$ cat config.mk
export PLATFORM = sky130hd
export DESIGN_NAME = fp_mul_arbiter_flat
export DESIGN_NICKNAME = d
export VERILOG_FILES = /design/src/rtl/fp_mul_arbiter_pkg.sv /design/src/rtl/fp_mul_arbiter_if.sv /design/src/rtl/fp_arb_tag_pipe.sv /design/src/rtl/fp_mul_arbiter.sv /design/src/flat_wrapper.sv
export SDC_FILE = /design/constraint.sdc
export NUM_CORES = 1
export LEC_CHECK = 0
export ABC_CLOCK_PERIOD_IN_PS = 2150
export BUFFER_PORTS_ARGS = -buffer_cell sky130_fd_sc_hd__buf_2
export CAP_MARGIN = 20
export CORE_AREA = 4 4 155 157
export CTS_BUF_LIST = sky130_fd_sc_hd__clkbuf_4 sky130_fd_sc_hd__clkbuf_8
export CTS_CLUSTER_DIAMETER = 120
export DETAILED_ROUTE_END_ITERATION = 6
export DIE_AREA = 0 0 159 161
export PLACE_DENSITY = 0.47
export REMOVE_ABC_BUFFERS = 1
export SYNTH_ARGS = -nofsm -noshare
export SYNTH_HDL_FRONTEND = slang
export SYNTH_SLANG_ARGS = --single-unit
export TNS_END_PERCENT = 50
$ cat constraint.sdc
create_clock -name clk -period 2.15 [get_ports clk]
set_clock_uncertainty 0.1 [all_clocks]
set_input_delay 0.43 -clock clk [delete_from_list [all_inputs] [get_ports clk]]
set_output_delay 0.43 -clock clk [all_outputs]
set_load 0.02 [all_outputs]
$ cat src/rtl/fp_mul_arbiter_pkg.sv
// Shared types and helpers for the fp_mul_arbiter slice.
//   fp_word_t   : default-width FP word (sign|exp|mantissa), carried unmodified
//   arb_state_e : halt/drain sequencing states
//   rr_pick     : round-robin winner search over up to MAX_REQ requesters
package fp_arb_pkg;

  localparam int unsigned FP_WIDTH = 32;
  localparam int unsigned MAX_REQ  = 8;
  localparam int unsigned MAX_IDW  = 3;

  typedef logic [FP_WIDTH-1:0] fp_word_t;

  typedef enum logic [1:0] {
    RUN    = 2'd0,
    DRAIN  = 2'd1,
    HALTED = 2'd2
  } arb_state_e;

  typedef struct packed {
    logic               found;
    logic [MAX_IDW-1:0] idx;
  } pick_t;

  // First set bit of valid[n-1:0], scanning upward from (ptr+1) mod n with wrap.
  function automatic pick_t rr_pick(input logic [MAX_REQ-1:0] valid,
                                    input logic [MAX_IDW-1:0] ptr,
                                    input int unsigned        n);
    pick_t       p;
    int unsigned idx;
    p = '0;
    for (int unsigned k = 1; k <= MAX_REQ; k++) begin
      if (k <= n) begin
        idx = (32'(ptr) + k) % n;
        if (!p.found && valid[idx[MAX_IDW-1:0]]) begin
          p.found = 1'b1;
          p.idx   = idx[MAX_IDW-1:0];
        end
      end
    end
    return p;
  endfunction

endpackage

$ cat src/rtl/fp_mul_arbiter_if.sv
// Bundle of request, multiplier and response signals for fp_mul_arbiter.
//   slave  : arbiter side (consumes requests/mul_result/halt_req)
//   master : environment side (requesters + shared multiplier + control)
interface fp_mul_arbiter_if #(
  parameter int unsigned WIDTH   = 32,
  parameter int unsigned NUM_REQ = 4
);
  logic [NUM_REQ-1:0]       req_valid;
  logic [NUM_REQ-1:0]       req_ready;
  logic [NUM_REQ*WIDTH-1:0] req_a;
  logic [NUM_REQ*WIDTH-1:0] req_b;
  logic                     mul_valid;
  logic [WIDTH-1:0]         mul_a;
  logic [WIDTH-1:0]         mul_b;
  logic [WIDTH-1:0]         mul_result;
  logic [NUM_REQ-1:0]       rsp_valid;
  logic [WIDTH-1:0]         rsp_data;
  logic                     halt_req;
  logic                     halted;
  logic                     busy;

  modport slave (
    input  req_valid, req_a, req_b, mul_result, halt_req,
    output req_ready, mul_valid, mul_a, mul_b, rsp_valid, rsp_data, halted, busy
  );

  modport master (
    output req_valid, req_a, req_b, mul_result, halt_req,
    input  req_ready, mul_valid, mul_a, mul_b, rsp_valid, rsp_data, halted, busy
  );
endinterface

$ cat src/rtl/fp_arb_tag_pipe.sv
// Owner-tracking shift register: LAT stages of {vld, id} running alongside
// the shared multiplier so each result can be routed back to its requester.
//   clk, reset (sync, active-low) | in_vld/in_id : stage-0 load
//   out_vld/out_id : last stage   | any_vld      : OR of all stage valids
module fp_arb_tag_pipe #(
  parameter int unsigned IDW = 2,
  parameter int unsigned LAT = 1
) (
  input  logic           clk,
  input  logic           reset,
  input  logic           in_vld,
  input  logic [IDW-1:0] in_id,
  output logic           out_vld,
  output logic [IDW-1:0] out_id,
  output logic           any_vld
);

  logic [LAT-1:0] vld_q;
  logic [IDW-1:0] id_q [LAT];

  always_ff @(posedge clk) begin
    if (!reset) begin
      vld_q <= '0;
      for (int unsigned i = 0; i < LAT; i++) id_q[i] <= '0;
    end else begin
      vld_q[0] <= in_vld;
      id_q[0]  <= in_id;
      for (int unsigned i = 1; i < LAT; i++) begin
        vld_q[i] <= vld_q[i-1];
        id_q[i]  <= id_q[i-1];
      end
    end
  end

  assign out_vld = vld_q[LAT-1];
  assign out_id  = id_q[LAT-1];
  assign any_vld = |vld_q;

endmodule

$ cat src/rtl/fp_mul_arbiter.sv
// Shares one fixed-latency FP multiplier between NUM_REQ requesters.
// One grant per cycle (round-robin), owner tracked through MUL_LAT stages,
// result routed back as a one-hot rsp_valid. halt_req drains and quiesces.
//   clk, reset (sync, active-low)
//   bus (fp_mul_arbiter_if.slave): req_*, mul_*, rsp_*, halt_req, halted, busy
// Build option: FP_MUL_ARB_FIXED_PRIO_EN selects fixed priority (lowest index
// wins, no rr_ptr) instead of round-robin.
module fp_mul_arbiter
  import fp_arb_pkg::*;
#(
  parameter int unsigned WIDTH   = 32,
  parameter int unsigned NUM_REQ = 4,
  parameter int unsigned MUL_LAT = 1
) (
  input  logic            clk,
  input  logic            reset,
  fp_mul_arbiter_if.slave bus
);

  localparam int unsigned IDW = $clog2(NUM_REQ);

  arb_state_e     state_q, state_d;
  logic           grant_en, found, accept;
  logic [IDW-1:0] win;
  logic           last_vld, any_vld;
  logic [IDW-1:0] last_id;

`ifdef FP_MUL_ARB_FIXED_PRIO_EN
  // Scan downward so the lowest requesting index is the final assignment.
  always_comb begin
    found = 1'b0;
    win   = '0;
    for (int unsigned i = NUM_REQ; i > 0; i--) begin
      if (bus.req_valid[i-1]) begin
        found = 1'b1;
        win   = IDW'(i-1);
      end
    end
  end
`else
  logic [IDW-1:0] rr_ptr;
  pick_t          pick;

  always_comb begin
    pick  = rr_pick(MAX_REQ'(bus.req_valid), MAX_IDW'(rr_ptr), NUM_REQ);
    found = pick.found;
    win   = pick.idx[IDW-1:0];
  end

  always_ff @(posedge clk) begin
    if (!reset)      rr_ptr <= IDW'(NUM_REQ-1);
    else if (accept) rr_ptr <= win;
  end
`endif

  // Outputs are held at 0 while reset is asserted, not only after the edge.
  assign grant_en = reset && (state_q == RUN);
  assign accept   = grant_en && found;

  always_comb begin
    bus.req_ready = '0;
    bus.mul_valid = accept;
    bus.mul_a     = '0;
    bus.mul_b     = '0;
    for (int unsigned i = 0; i < NUM_REQ; i++) begin
      if (accept && win == IDW'(i)) begin
        bus.req_ready[i] = 1'b1;
        bus.mul_a        = bus.req_a[i*WIDTH +: WIDTH];
        bus.mul_b        = bus.req_b[i*WIDTH +: WIDTH];
      end
    end
  end

  always_ff @(posedge clk) begin
    if (!reset) state_q <= RUN;
    else        state_q <= state_d;
  end

  always_comb begin
    state_d = state_q;
    case (state_q)
      RUN:     if (bus.halt_req) state_d = DRAIN;
      DRAIN: begin
        if (!bus.halt_req) state_d = RUN;
        else if (!any_vld) state_d = HALTED;
      end
      HALTED:  if (!bus.halt_req) state_d = RUN;
      default: state_d = RUN;
    endcase
  end

  fp_arb_tag_pipe #(.IDW(IDW), .LAT(MUL_LAT)) u_tag_pipe (
    .clk     (clk),
    .reset   (reset),
    .in_vld  (accept),
    .in_id   (win),
    .out_vld (last_vld),
    .out_id  (last_id),
    .any_vld (any_vld)
  );

  assign bus.rsp_valid = (reset && last_vld) ? (NUM_REQ'(1) << last_id) : '0;
  assign bus.rsp_data  = (reset && last_vld) ? bus.mul_result : '0;
  assign bus.busy      = reset && any_vld;
  assign bus.halted    = reset && (state_q == HALTED);

endmodule

$ cat src/flat_wrapper.sv
// flat-port wrapper written by rule: the top's interface ports become plain ports
module fp_mul_arbiter_flat import fp_arb_pkg::*;
#(
  parameter int unsigned WIDTH   = 32,
  parameter int unsigned NUM_REQ = 4,
  parameter int unsigned MUL_LAT = 1
)
  (clk, reset, bus_req_valid, bus_req_a, bus_req_b, bus_mul_result, bus_halt_req, bus_req_ready, bus_mul_valid, bus_mul_a, bus_mul_b, bus_rsp_valid, bus_rsp_data, bus_halted, bus_busy);
  fp_mul_arbiter_if #(.WIDTH(WIDTH), .NUM_REQ(NUM_REQ)) bus_i ();
  input  logic clk;
  input  logic reset;
  input wire logic [$bits(bus_i.req_valid)-1:0] bus_req_valid;
  input wire logic [$bits(bus_i.req_a)-1:0] bus_req_a;
  input wire logic [$bits(bus_i.req_b)-1:0] bus_req_b;
  input wire logic [$bits(bus_i.mul_result)-1:0] bus_mul_result;
  input wire logic [$bits(bus_i.halt_req)-1:0] bus_halt_req;
  output wire logic [$bits(bus_i.req_ready)-1:0] bus_req_ready;
  output wire logic [$bits(bus_i.mul_valid)-1:0] bus_mul_valid;
  output wire logic [$bits(bus_i.mul_a)-1:0] bus_mul_a;
  output wire logic [$bits(bus_i.mul_b)-1:0] bus_mul_b;
  output wire logic [$bits(bus_i.rsp_valid)-1:0] bus_rsp_valid;
  output wire logic [$bits(bus_i.rsp_data)-1:0] bus_rsp_data;
  output wire logic [$bits(bus_i.halted)-1:0] bus_halted;
  output wire logic [$bits(bus_i.busy)-1:0] bus_busy;
  assign bus_i.req_valid = bus_req_valid;
  assign bus_i.req_a = bus_req_a;
  assign bus_i.req_b = bus_req_b;
  assign bus_i.mul_result = bus_mul_result;
  assign bus_i.halt_req = bus_halt_req;
  assign bus_req_ready = bus_i.req_ready;
  assign bus_mul_valid = bus_i.mul_valid;
  assign bus_mul_a = bus_i.mul_a;
  assign bus_mul_b = bus_i.mul_b;
  assign bus_rsp_valid = bus_i.rsp_valid;
  assign bus_rsp_data = bus_i.rsp_data;
  assign bus_halted = bus_i.halted;
  assign bus_busy = bus_i.busy;
  fp_mul_arbiter #(.WIDTH(WIDTH), .NUM_REQ(NUM_REQ), .MUL_LAT(MUL_LAT)) u_core (.clk(clk), .reset(reset), .bus(bus_i));
endmodule
=== Word level (Yosys, flattened, before mapping) ===
Memory sizes are Yosys's and may differ from the RTL's.
Index checks and enable logic that the tools add are counted.

* Bits in registers: 5
* Memory bits (writable): 2
* Memories: 1
* Output and inout port bits: 107

{| class="wikitable"
|+ Memory list
! name !! depth !! width !! rd ports !! clocked after memory_dff !! write ports !! RTL line !! source
|-
| u_core.u_tag_pipe.id_q || 1 || 2 || 1 || 0 || 1 || fp_arb_tag_pipe.sv:19 || <nowiki>logic [IDW-1:0] id_q [LAT];</nowiki>
|}

* Equality and inequality tests: 8
* Mux-type cells: 35
* $lt $le $gt $ge: 4
* $add $sub $neg: 4
* Reductions and logical operators: 18
* Shift-type cells: 1

{| class="wikitable"
|+ Operator list
! cell !! count
|-
| $mux 32 || 9
|-
| $mux 4 || 5
|-
| $lt 2x4->1 const B || 4
|-
| $logic_and 1x1->1 || 11
|-
| $mux 1 || 11
|-
| $mux 2 || 5
|-
| $bmux 1 s2 || 4
|-
| $eq 2x2->1 const B || 3
|-
| $pmux 2 s3 || 1
|-
| $add 2x1->2 const B || 2
|-
| $add 2x2->2 const B || 2
|-
| $eq 2x1->1 const B || 2
|-
| $logic_not 2->1 || 2
|-
| $ne 2x2->1 const B || 2
|-
| $shl 1x2->4 const A || 1
|-
| $logic_not 1->1 || 3
|-
| $ne 3x3->1 const B || 1
|-
| $reduce_and 3->1 || 1
|-
| $reduce_or 2->1 || 1
|}

=== Longest topological paths before layout ===
* Depth in word-level cells: 19
* Depth in mapped cells: 7
* Gate-level depth less buffers: 5

=== Cells and area by module ===
A second synthesis with hierarchy kept.

* Cell total of the unflattened synthesis: 460
* Area total of the unflattened synthesis: 2877.8 µm²

{| class="wikitable"
|+ By module, submodules not included
! module !! instances !! area an instance (µm²) !! seq. area each (µm²) !! cells each
|-
| fp_mul_arbiter || 1 || 2791.4 || 80.1 || 453
|-
| fp_arb_tag_pipe || 1 || 86.3 || 60.1 || 7
|}

=== Worst setup path before layout ===
OpenSTA, ideal clock, no wires.

* Path kind: input to output
* From: in bus_req_valid[1]
* To: out bus_mul_a[10]
* Data arrival time: 2.041 ns
* Path slack: -0.421 ns
* Buffers on the path: 2
* Cell stages on the path: 7
* Path through: nor2_1 > a2111oi_4 > inv_2 > or2_1 > buf_6 > buf_6 > o22ai_1

* Longest elaborated chain between the ends: 18
* Elaborated cells between the ends (all ways): 31
* Classes of those cells: eq/ne (3); mux (16); reduce/logical (12)

{| class="wikitable"
|+ Ends and longest elaborated chain
! element !! RTL line !! source
|-
| start, declared || flat_wrapper.sv:12 || <nowiki>input wire logic [$bits(bus_i.req_valid)-1:0] bus_req_valid;</nowiki>
|-
| $bmux 1 s2 || fp_mul_arbiter_pkg.sv:34 || <nowiki>if (!p.found && valid[idx[MAX_IDW-1:0]]) begin</nowiki>
|-
| $mux 1 (not written as such) || fp_mul_arbiter_pkg.sv:34 ||
|-
| $mux 4 || fp_mul_arbiter_pkg.sv:34 ||
|-
| $logic_not 1->1 || fp_mul_arbiter_pkg.sv:34 ||
|-
| $logic_and 1x1->1 || fp_mul_arbiter_pkg.sv:34 ||
|-
| $mux 4 || fp_mul_arbiter_pkg.sv:34 ||
|-
| $logic_not 1->1 || fp_mul_arbiter_pkg.sv:34 ||
|-
| $logic_and 1x1->1 || fp_mul_arbiter_pkg.sv:34 ||
|-
| $mux 4 || fp_mul_arbiter_pkg.sv:34 ||
|-
| $logic_not 1->1 || fp_mul_arbiter_pkg.sv:34 ||
|-
| $logic_and 1x1->1 || fp_mul_arbiter_pkg.sv:34 ||
|-
| $mux 4 * || fp_mul_arbiter_pkg.sv:34 ||
|-
| $logic_and 1x1->1 * || fp_mul_arbiter.sv:58 || <nowiki>assign accept = grant_en && found;</nowiki>
|-
| via bus_mul_valid || flat_wrapper.sv:18 || <nowiki>output wire logic [$bits(bus_i.mul_valid)-1:0] bus_mul_valid;</nowiki>
|-
| $logic_and 1x1->1 || fp_mul_arbiter.sv:66 || <nowiki>if (accept && win == IDW'(i)) begin</nowiki>
|-
| $mux 32 (3 in series) || fp_mul_arbiter.sv:66 ||
|-
| $mux 32 * || fp_mul_arbiter.sv:66 ||
|-
| end, declared || flat_wrapper.sv:19 || <nowiki>output wire logic [$bits(bus_i.mul_a)-1:0] bus_mul_a;</nowiki>
|}

The timed path passes the listed nets; every way through them passes the cells marked *. The select of a mux whose other input is x is not followed.

=== Worst setup path after layout ===
* From: reg u_core.rr_ptr[1]
* To: out bus_mul_b[10]

* Longest elaborated chain between the ends: 19
* Elaborated cells between the ends (all ways): 35
* Classes of those cells: add/sub (4); eq/ne (3); mux (16); reduce/logical (12)

{| class="wikitable"
|+ Ends and longest elaborated chain
! element !! RTL line !! source
|-
| start, declared || fp_mul_arbiter.sv:41 || <nowiki>logic [IDW-1:0] rr_ptr;</nowiki>
|-
| start signal, assigned || fp_mul_arbiter.sv:51 || <nowiki>if (!reset) rr_ptr <= IDW'(NUM_REQ-1);</nowiki>
|-
| start signal, assigned || fp_mul_arbiter.sv:52 || <nowiki>else if (accept) rr_ptr <= win;</nowiki>
|-
| $add 2x1->2 || fp_mul_arbiter_pkg.sv:33 || <nowiki>idx = (32'(ptr) + k) % n;</nowiki>
|-
| $bmux 1 s2 || fp_mul_arbiter_pkg.sv:34 ||
|-
| $mux 1 (not written as such) || fp_mul_arbiter_pkg.sv:34 ||
|-
| $mux 4 || fp_mul_arbiter_pkg.sv:34 ||
|-
| $logic_not 1->1 || fp_mul_arbiter_pkg.sv:34 ||
|-
| $logic_and 1x1->1 || fp_mul_arbiter_pkg.sv:34 ||
|-
| $mux 4 || fp_mul_arbiter_pkg.sv:34 ||
|-
| $logic_not 1->1 || fp_mul_arbiter_pkg.sv:34 ||
|-
| $logic_and 1x1->1 || fp_mul_arbiter_pkg.sv:34 ||
|-
| $mux 4 || fp_mul_arbiter_pkg.sv:34 ||
|-
| $logic_not 1->1 || fp_mul_arbiter_pkg.sv:34 ||
|-
| $logic_and 1x1->1 || fp_mul_arbiter_pkg.sv:34 ||
|-
| $mux 4 * || fp_mul_arbiter_pkg.sv:34 ||
|-
| $logic_not 2->1 / $logic_and 1x1->1 (equally long branches) || fp_mul_arbiter.sv:66, fp_mul_arbiter.sv:58 ||
|-
| $logic_and 1x1->1 || fp_mul_arbiter.sv:66 ||
|-
| $mux 32 (3 in series) || fp_mul_arbiter.sv:66 ||
|-
| $mux 32 * || fp_mul_arbiter.sv:66 ||
|-
| end, declared || flat_wrapper.sv:20 || <nowiki>output wire logic [$bits(bus_i.mul_b)-1:0] bus_mul_b;</nowiki>
|}

Every way passes the cells marked *; elsewhere a longest branch is shown, timed or not. The select of a mux whose other input is x is not followed.

==> impl_metrics.ini <==
[synthesis]
synth.cells.most_frequent = 129 x mux2i_1, 64 x o22ai_1, 34 x and3_1
yosys_warnings = 0
ys_dominant_reg_cell = dfxtp_1
synthesized_area_divided_by_synthesized_cell_count_um2 = 8.043
synth_largest_type_area_fraction = 0.5212
number_of_enable_flip_flop_cells_after_synthesis = 0
asyncSetResetFlopFracSynth = 0
yosys.cell_types.count = 27
post-synth-top-count-cell = mux2i_1
synth_top_cell_by_area = mux2i_1
postSynthRegisterBits = 7
ys_seq_area_frac = 0.05657
synth.cell_area_um2 = 2477
postSynthCellCount = 308
synth.top_cells.by_area = mux2i_1 52%, o22ai_1 16%, and3_1 8.6%, dfxtp_1 5.7%, buf_6 2.7%

[place]
place.port_buffers = 401
gp_routability_congestion = 0.9117
place_worst_setup_slack_ns = -0.5012
place.detailed.hpwl_mm = 13.03

[sta]
max_slew_margin = 0.7771
tightest_slew_ns = 0.3251
timing_max_transition_violations_final = 0
final.period_utilization = 1.197
grt_setup_unrepaired = true
final_report_setup_violation_count = 68
fmaxAchievable_mhz = 388.7
timing.final.crit_period_ns = 2.573
count_of_endpoints_failing_hold_in_the_final_timing_report = 0
timing.final.ws_setup_ns = -0.4230

[clock_network]
tritoncts = yes
cts_hold_buffers = 0
tritoncts.num_buffers = 3
clock_latency_ns = 0.23
tritoncts_num_sinks = 7
clock_path_buffers = 2
clock_tree.htree_level_count = 1
clkTransAtPathRegs_ns = 0.04
clock-root-buffer = clkbuf_8

[routing]
vias = 4232
first_iter_violations = 159
totalWireLength_mm = 16.71
wire_per_inst_um = 16.32
final_antenna_net_count = 0
drcViolationCount = 0
length_of_the_first_detailed_routing_pass_in_iterations = 4
drt-vias-per-instance = 4.133

[setup_path]
rr_worst_depth = 9
required_time_reported_for_the_critical_path_endpoint_ns = 1.62
critPathMaxFanout = 8
timing.critical_path.to_type = output pin
path_type_of_the_worst_setup_path = flop to output pin
start_kind = flop
worst-endpoint-arrival_ns = 2.04

[floorplanning]
floorplan.initialDensity = 0.1101
num_rows = 55
die_height_um = 161
die_span_in_x_um = 159
ios = 402
core_region_area_um2 = 22500
dieArea_um2 = 25600

[worst_hold_path]
whs_path_depth = 3
min-delay-path-class = input pin to flop

[global_routing]
grt_usage = 0.1127
maximum_number_of_pins_on_one_net_before_global_route_repair = 38
grt_antenna_before_repair = 1
global_route_wire_length_before_repair_mm = 23.56
number_of_global_route_vias_before_repair = 4377
globalRouteOverflowTotal = 0

[layout]
multi_input_logic_area_um2 = 2415
final_nets = 1035
areaGrowthSynthToFinish_pct = 140.8
post_route_cells_drive_above_1_share = 0.6928
fillerInstances = 2465
layout.area.seq_um2 = 147.6
diodes_inserted = 0

[power_and_ir_drop]
power.ir.vdd_worst_v = 0.0001838
post-layout-total-power_mw = 2.843
power_density_nw_per_um2 = 476.6
p_leak_nw = 3.283

[run]
max_capacitance_violation_total = 0

[run_status]
run_status = finished with violations
violations = negative setup slack
per-stage QoR:
step / instance area [um2] / hold WS (ns) / TNS, ns / utilization / std cells
after floorplan: 2290 / 0.3859 / -358.22 / - / 274
after global placement: 5061 / 0.4174 / -26.71 / 0.2249 / 998
after detailed placement: 5061 / 0.4217 / -26.76 / 0.2249 / 998
after CTS: 5675 / 0.3616 / -22.47 / 0.2522 / 1017
after global routing: 5966 / 0.3812 / -28.23 / 0.2651 / 1024
final: 5966 / 0.3670 / -23.01 / 0.2651 / 1024
worst paths after layout:
| kind | from | endpoint | slack [ns] |
|---|---|---|---|
| worst max register to register | u_core.rr_ptr[1] | u_core.rr_ptr[1] | 0.30 |
| worst min-delay path | bus_halt_req | u_core.state_q[1] | 0.37 |
| worst max-delay path | u_core.rr_ptr[1] | bus_mul_b[10] | -0.42 |
| worst min register to register | u_core.rr_ptr[0] | u_core.rr_ptr[0] | 0.41 |
per-layer routing:
metal / track usage / vias to the layer above / routed length, um
li1: - / 2075 / -
met5: 0 / - / 13
met3: 0.02373 / 19 / 1387
met1: 0.1333 / 1915 / 6169
met2: 0.2128 / 221 / 8908
met4: 0.01775 / 2 / 235
timing repair:
item                                    CTS  global route
endpoints found under the setup margin   68            68
pin swaps                                10             7
resized for setup                        95            53
setup buffers                            11             6
cloned                                    4             4
final cells by class:
class	count	area share
sequential	7	0.02475
timing repair buffer	461	0.5000
multi-input combinational	263	0.4048
inverter	4	0.002517
tap	285	0.05977
clock buffer	4	0.008180
flip-flops by register name, summed over array words and instances, names as in the netlist:
name / cells
u_core.rr_ptr: 2
u_core.state_q: 2
u_core.u_tag_pipe.id_q: 2
u_core.u_tag_pipe.any_vld: 1
critical path, stage by stage (launching register included):
cell and delay [ns]:
dfxtp_4 0.36, buf_6 0.13, nand2b_4 0.14, a21oi_4 0.16
buf_12 0.14, buf_12 0.13, buf_12 0.12, buf_8 0.10
buf_4 0.10, mux2i_1 0.18, o22ai_1 0.09, buf_2 0.16
kinds of logic after synthesis:
| logic type | Yosys count | share of synthesized area |
|---|---|---|
| flip-flops | 7 | 0.05656 |
| AO/OA/AOI/OAI | 75 | 0.2010 |
| multiplexers | 129 | 0.5212 |
| buffers and inverters | 38 | 0.08182 |
| AND/OR/NAND/NOR | 59 | 0.1394 |
layout by cell type (no fill, tap or decap), drive strengths merged:
cell type,n
nor3,2
nor3b,2
o22a,1
inv,4
or2b,1
dfxtp,7
and2,2
a21boi,1
nand2,5
a2111oi,2
nor2,5
buf,457
o21a,2
o22ai,64
a31oi,1
nand2b,5
and3,34
or2,1
nor2b,2
clkbuf,8
a21oi,3
mux2i,129
o21ai,1
report_power, final:
| part | switching, mW | internal (mW) | total [mW] |
|---|---|---|---|
| logic | 1.15 | 1.33 | 2.48 |
| clock network | 0.0578 | 0.141 | 0.199 |
| registers | 0.0164 | 0.147 | 0.163 |
| total | 1.23 | 1.61 | 2.84 |
No activity file was read; power rests on OpenSTA's default activity.
